===== src/rtl/mux_scan_if.sv =====
`default_nettype none
// ============================================================================
// Module      : mux_scan_if
// Description : Bundle for the mux_scan data path. The master drives the
//               control and packed channel data; the slave (mux_scan) returns
//               the registered selection.
//               master -> slave : en, mode, sel, din
//               slave -> master : dout, ch, tick
// Revision    : 1.0  initial release
// ============================================================================
interface mux_scan_if #(
    parameter int WIDTH    = 4,
    parameter int CHANNELS = 4,
    parameter int SEL_W    = 2
);
    logic                      en;    // clock enable, low freezes state
    logic                      mode;  // 0 = manual, 1 = auto-scan
    logic [SEL_W-1:0]          sel;   // manual channel request
    logic [CHANNELS*WIDTH-1:0] din;   // channel k = din[k*WIDTH +: WIDTH]
    logic [WIDTH-1:0]          dout;  // registered selected data
    logic [SEL_W-1:0]          ch;    // channel currently driving dout
    logic                      tick;  // one-cycle pulse when ch changed

    modport master (
        output en, mode, sel, din,
        input  dout, ch, tick
    );

    modport slave (
        input  en, mode, sel, din,
        output dout, ch, tick
    );
endinterface
`default_nettype wire


===== src/rtl/mux_scan.sv =====
`default_nettype none
// ============================================================================
// Module      : mux_scan
// Description : Registered CHANNELS x WIDTH multiplexer with manual select
//               and auto-scan modes. In auto mode the channel steps every
//               DWELL enabled cycles; tick pulses for one cycle whenever the
//               registered channel index changes.
// Ports       : clk   - system clock, rising edge
//               rst_n - asynchronous active-low reset
//               bus   - mux_scan_if.slave (en, mode, sel, din / dout, ch, tick)
// Revision    : 1.0  initial release
// ============================================================================
module mux_scan #(
    parameter int WIDTH    = 4,
    parameter int CHANNELS = 4,
    parameter int SEL_W    = 2,
    parameter int DWELL    = 1000,
    parameter int CNT_W    = 10
) (
    input  wire        clk,
    input  wire        rst_n,
    mux_scan_if.slave  bus
);

    localparam int               c_SLOTS     = 2**SEL_W;
    localparam logic [SEL_W-1:0] c_CH_LAST   = SEL_W'(CHANNELS - 1);
    localparam logic [CNT_W-1:0] c_DWELL_END = CNT_W'(DWELL - 1);

    logic [WIDTH-1:0] r_dout;
    logic [SEL_W-1:0] r_ch;
    logic             r_tick;
    logic [CNT_W-1:0] r_cnt;
    logic             r_mode_q;

    // Unpacked view of the inputs, padded to the full select range so any
    // select code indexes a defined slot; w_valid marks real channels.
    logic [WIDTH-1:0]   w_chan [c_SLOTS];
    logic [c_SLOTS-1:0] w_valid;

    for (genvar k = 0; k < c_SLOTS; k++) begin : g_chan
        if (k < CHANNELS) begin : g_used
            assign w_chan[k]  = bus.din[k*WIDTH +: WIDTH];
            assign w_valid[k] = 1'b1;
        end else begin : g_pad
            assign w_chan[k]  = '0;
            assign w_valid[k] = 1'b0;
        end
    end

    logic [SEL_W-1:0] w_nxt;
    logic [CNT_W-1:0] w_cnt_nxt;
    logic [WIDTH-1:0] w_dout_nxt;

    always_comb begin
        w_nxt     = r_ch;
        w_cnt_nxt = '0;
        if (bus.mode != r_mode_q) begin
            // Mode entry: hold the channel and restart a full dwell period.
            w_nxt     = r_ch;
            w_cnt_nxt = '0;
        end else if (!bus.mode) begin
            // Out-of-range select keeps the current channel.
            w_nxt     = w_valid[bus.sel] ? bus.sel : r_ch;
            w_cnt_nxt = '0;
        end else if (r_cnt == c_DWELL_END) begin
            w_nxt     = (r_ch == c_CH_LAST) ? '0 : r_ch + SEL_W'(1);
            w_cnt_nxt = '0;
        end else begin
            w_nxt     = r_ch;
            w_cnt_nxt = r_cnt + CNT_W'(1);
        end
    end

    assign w_dout_nxt = w_chan[w_nxt];

    always_ff @(posedge clk or negedge rst_n) begin
        if (!rst_n) begin
            r_dout   <= '0;
            r_ch     <= '0;
            r_tick   <= 1'b0;
            r_cnt    <= '0;
            r_mode_q <= 1'b0;
        end else if (bus.en) begin
            // dout reloads every enabled edge so it tracks live input data.
            r_dout   <= w_dout_nxt;
            r_ch     <= w_nxt;
            r_tick   <= (w_nxt != r_ch);
            r_cnt    <= w_cnt_nxt;
            r_mode_q <= bus.mode;
        end else begin
            r_tick   <= 1'b0;
        end
    end

    assign bus.dout = r_dout;
    assign bus.ch   = r_ch;
    assign bus.tick = r_tick;

endmodule
`default_nettype wire


===== src/flat_wrapper.sv =====
// flat-port wrapper written by rule: the top's interface ports become plain ports
module mux_scan_flat 
#(
    parameter int WIDTH    = 4,
    parameter int CHANNELS = 4,
    parameter int SEL_W    = 2,
    parameter int DWELL    = 1000,
    parameter int CNT_W    = 10
)
  (clk, rst_n, bus_en, bus_mode, bus_sel, bus_din, bus_dout, bus_ch, bus_tick);
  mux_scan_if #(.WIDTH(WIDTH), .CHANNELS(CHANNELS), .SEL_W(SEL_W)) bus_i ();
  input  wire clk;
  input  wire rst_n;
  input wire logic [$bits(bus_i.en)-1:0] bus_en;
  input wire logic [$bits(bus_i.mode)-1:0] bus_mode;
  input wire logic [$bits(bus_i.sel)-1:0] bus_sel;
  input wire logic [$bits(bus_i.din)-1:0] bus_din;
  output wire logic [$bits(bus_i.dout)-1:0] bus_dout;
  output wire logic [$bits(bus_i.ch)-1:0] bus_ch;
  output wire logic [$bits(bus_i.tick)-1:0] bus_tick;
  assign bus_i.en = bus_en;
  assign bus_i.mode = bus_mode;
  assign bus_i.sel = bus_sel;
  assign bus_i.din = bus_din;
  assign bus_dout = bus_i.dout;
  assign bus_ch = bus_i.ch;
  assign bus_tick = bus_i.tick;
  mux_scan #(.WIDTH(WIDTH), .CHANNELS(CHANNELS), .SEL_W(SEL_W), .DWELL(DWELL), .CNT_W(CNT_W)) u_core (.clk(clk), .rst_n(rst_n), .bus(bus_i));
endmodule

===== config.mk =====
export PLATFORM = sky130hd
export DESIGN_NAME = mux_scan_flat
export DESIGN_NICKNAME = d
export VERILOG_FILES = /design/src/rtl/mux_scan_if.sv /design/src/rtl/mux_scan.sv /design/src/flat_wrapper.sv
export SDC_FILE = /design/constraint.sdc
export NUM_CORES = 1
export LEC_CHECK = 0
export CAP_MARGIN = 25
export CELL_PAD_IN_SITES_DETAIL_PLACEMENT = 1
export CELL_PAD_IN_SITES_GLOBAL_PLACEMENT = 1
export CORE_MARGIN = 2
export CORE_UTILIZATION = 35
export DETAILED_ROUTE_END_ITERATION = 16
export GPL_TIMING_DRIVEN = 0
export PLACE_DENSITY = 0.8
export REMOVE_ABC_BUFFERS = 1
export SYNTH_ARGS = -nofsm -noshare
export SYNTH_HDL_FRONTEND = slang
export SYNTH_SLANG_ARGS = --single-unit
export TNS_END_PERCENT = 20

===== constraint.sdc =====
create_clock -name clk -period 2.4 [get_ports clk]
set_input_delay 0.48 -clock clk [delete_from_list [all_inputs] [get_ports clk]]
set_output_delay 0.48 -clock clk [all_outputs]
set_load 0.005 [all_outputs]

==> run_results.csv <==
group,metric,value,unit
run_status,status,"finished, final reports clean",
detailed_routing,antenna_left,0,
clock_network,cts_sinks,18,
placed_design,routabilityCongestion,0.795,
worst_setup_path,startpoint_type,"primary input",
synth,synth-compound-area-share,0.169,
timing,min_period,2280,ps
finish,fin_nets,173,
timing,rsz0062_at_grt,"false",
grt,grt_pass1_vias,1096,
detailed_routing,drc,0,
floorplan,pin_count,29,
placed_design,dp.cells,185,
clock_network,cts_tree,"done",
placed_design,postPlaceCellArea,0.00143,mm2
worst_setup_path,critical_path.max_fanout,11,
timing,fin_setup_tns,0,ps
synth,yosysMostFrequentCell,"dfrtp_1",
clock_network,clk_latency,310,ps
grt,antenna_found_initial,0,
detailed_routing,via_per_inst,5.54,
worst_setup_path,crit_path_end_kind,"flip-flop",
synth,synth_ff_type,"dfrtp_1",
synth,synthSimpleGateAreaFrac,0.210,
synth,synth.cell_area,0.00113,mm2
synth,ys_seq_area_frac,0.397,
floorplan,die_area,0.00371,mm2
timing,slew_headroom,0.428,
hold_path,min_from,"u_core.bus.dout[2]",
synth,synth_xor_area_frac,0.0541,
placed_design,place_ws,-310,ps
synth,synth_commonest_cells,"18 x dfrtp_1, 13 x nand2_1, 10 x mux2i_1, 8 x nor2_1, 7 x o21ai_0",
worst_setup_path,criticalPathCategory,"in -> reg",
synth,avgSynthCellArea,9.37,um2
finish,utilization,0.490,
worst_setup_path,crit_required,2590,ps
detailed_routing,vias,1064,
detailed_routing,drt_iter0_markers,29,
synth,synth_top_family_by_area,"simple AND/OR/NAND/NOR gates",
finish,regArea,450,um2
clock_network,clockRootBuffer,"clkbuf_4",
synth,yosys-top-cells-area,"dfrtp_1 40%, mux2i_1 8.8%, xnor2_1 4.6%",
finish,fin_cells,192,
hold_path,min_path_type,"reg -> reg",
pwr,finalPower,873,uW
clock_network,h-tree-depth,1,
worst_setup_path,arrival,2470,ps
clock_network,clk_pin_slew,120,ps
job,drv_cap,0,
timing,setup_ws,118,ps
floorplan,rows,20,
clock_network,cts_buffer_depth,2,
pwr,ir_drop,271,uV
synth,syn_inst,121,
timing,holdWs,516,ps
floorplan,core_area,0.00308,mm2
synth,netlist.area_leader.share,0.397,
finish,areaGrowthSynthToFinish,33.0,%
clock_network,cts_hold_buf,0,
timing,fin_crit_sh,0.951,
worst_setup_path,r2r-start,"u_core.r_cnt[3]",
synth,ys_ff_latch,18,
synth,synthMuxAreaShare,0.108,
pwr,power_density,579,mW/mm2
clock_network,cts_buffers,3,
detailed_routing,drt_pre_antenna_iters,4,
pwr,power.leakage,0.571,nW
grt,grt_max_degree,19,
synth,yosysTopAreaCell,"dfrtp_1",
timing,max_freq,438,MHz
synth,async_reset_ff_frac,1.00,
floorplan,start_util,0.368,
worst_setup_path,worstSetupStartpoint,"bus_mode",
timing,setup_viol,0,
grt,grt_pass1_wl,4940,um
detailed_routing,avgRoutedWirePerCell,15.8,um
floorplan,die_x,60.9,um
timing,slew_violations,0,
synth,synth_adder_area_share,0.0221,
synth,yosysUniqueCellTypes,40,
finish,drive_above_1_share,0.108,
finish,nFillCells,365,
timing,fin_worst_skew,14.7,ps
placed_design,dpl.hpwl,2260,um
synth,yosys_warnings,0,
grt,grt_util_all_layers,0.182,
timing,final_hold_viol_count,0,
finish,insertedDiodeCount,0,
grt,overflow,0,
timing,tightest_slew,856,ps
finish,multi_input_area,643,um2
floorplan,chipHeight,60.9,um
detailed_routing,wl,3030,um
synth,synth_edf_count,0,
finish,fin_area,0.00151,mm2
placed_design,portBuffers,28,
path summary, 6_finish.rpt:
path,end,slack (ps),cells after the start
max,u_core.bus.dout[3],120,7
min,u_core.bus.dout[2],520,2
max reg2reg,u_core.bus.dout[3],150,5
min reg2reg,u_core.bus.dout[2],520,2
max in group asynchronous,u_core.r_cnt[2],1220,1
min in group asynchronous,u_core.bus.dout[0],640,1
where the power goes:
| group | switching (mW) | internal [mW] | total, mW |
|---|---|---|---|
| logic | 0.119 | 0.180 | 0.298 |
| registers | 0.0397 | 0.337 | 0.377 |
| clock network | 0.105 | 0.0927 | 0.198 |
registers in the layout (all words and copies together) (netlist names):
register / flops
u_core.r_cnt: 10
u_core.r_mode_q: 1
u_core.bus.tick: 1
u_core.bus.dout: 4
u_core.bus.ch: 2
layer usage:
layer | vias up | routed length [um] | global-route usage | share of wire
met1 | 524 | 1300 | 0.224 | 0.43
met3 | 5 | 131 | 0.0362 | 0.043
met2 | 32 | 1560 | 0.320 | 0.51
met5 | - | 0 | 0 | 0
met4 | 0 | 38 | 0.0559 | 0.013
li1 | 503 | - | - | -
critical path, stage by stage:
cell             delay (ps)
clkdlybuf4s50_1         670
or3b_2                  490
o21ai_0                 120
a31o_2                  170
buf_12                  140
mux2i_1                 240
o221ai_1                160
placed cells by master (no fill, tap or decap), types with 4 or more instances in the layout:
master / instances
clkdlybuf4s50_1: 28
dfrtp_1: 18
nand2_1: 13
mux2i_1: 10
nor2_1: 8
o21ai_0: 7
xnor2_1: 6
nor3_1: 5
nand4_1: 4
nand3_1: 4
o221ai_1: 4
cells by family after synthesis:
logic type	count (synthesis)
simple gates	45
compound gates	27
flops	18
mux	12
buf+inv	10
xor+xnor	7
fa+ha+maj	2
repair_timing:
action                                  CTS  global route
endpoints found under the setup margin    0             5
buffers inserted                          0             3
resized for setup                         0             2
final cells by class:
class                      count  share of cell area
clock buffer                   4              0.0241
inverter                       2             0.00498
multi-input combinational     93               0.427
sequential                    18               0.299
tap                           44              0.0365
timing repair buffer          31               0.209
Note: power is estimated with default switching activity, not from simulation.
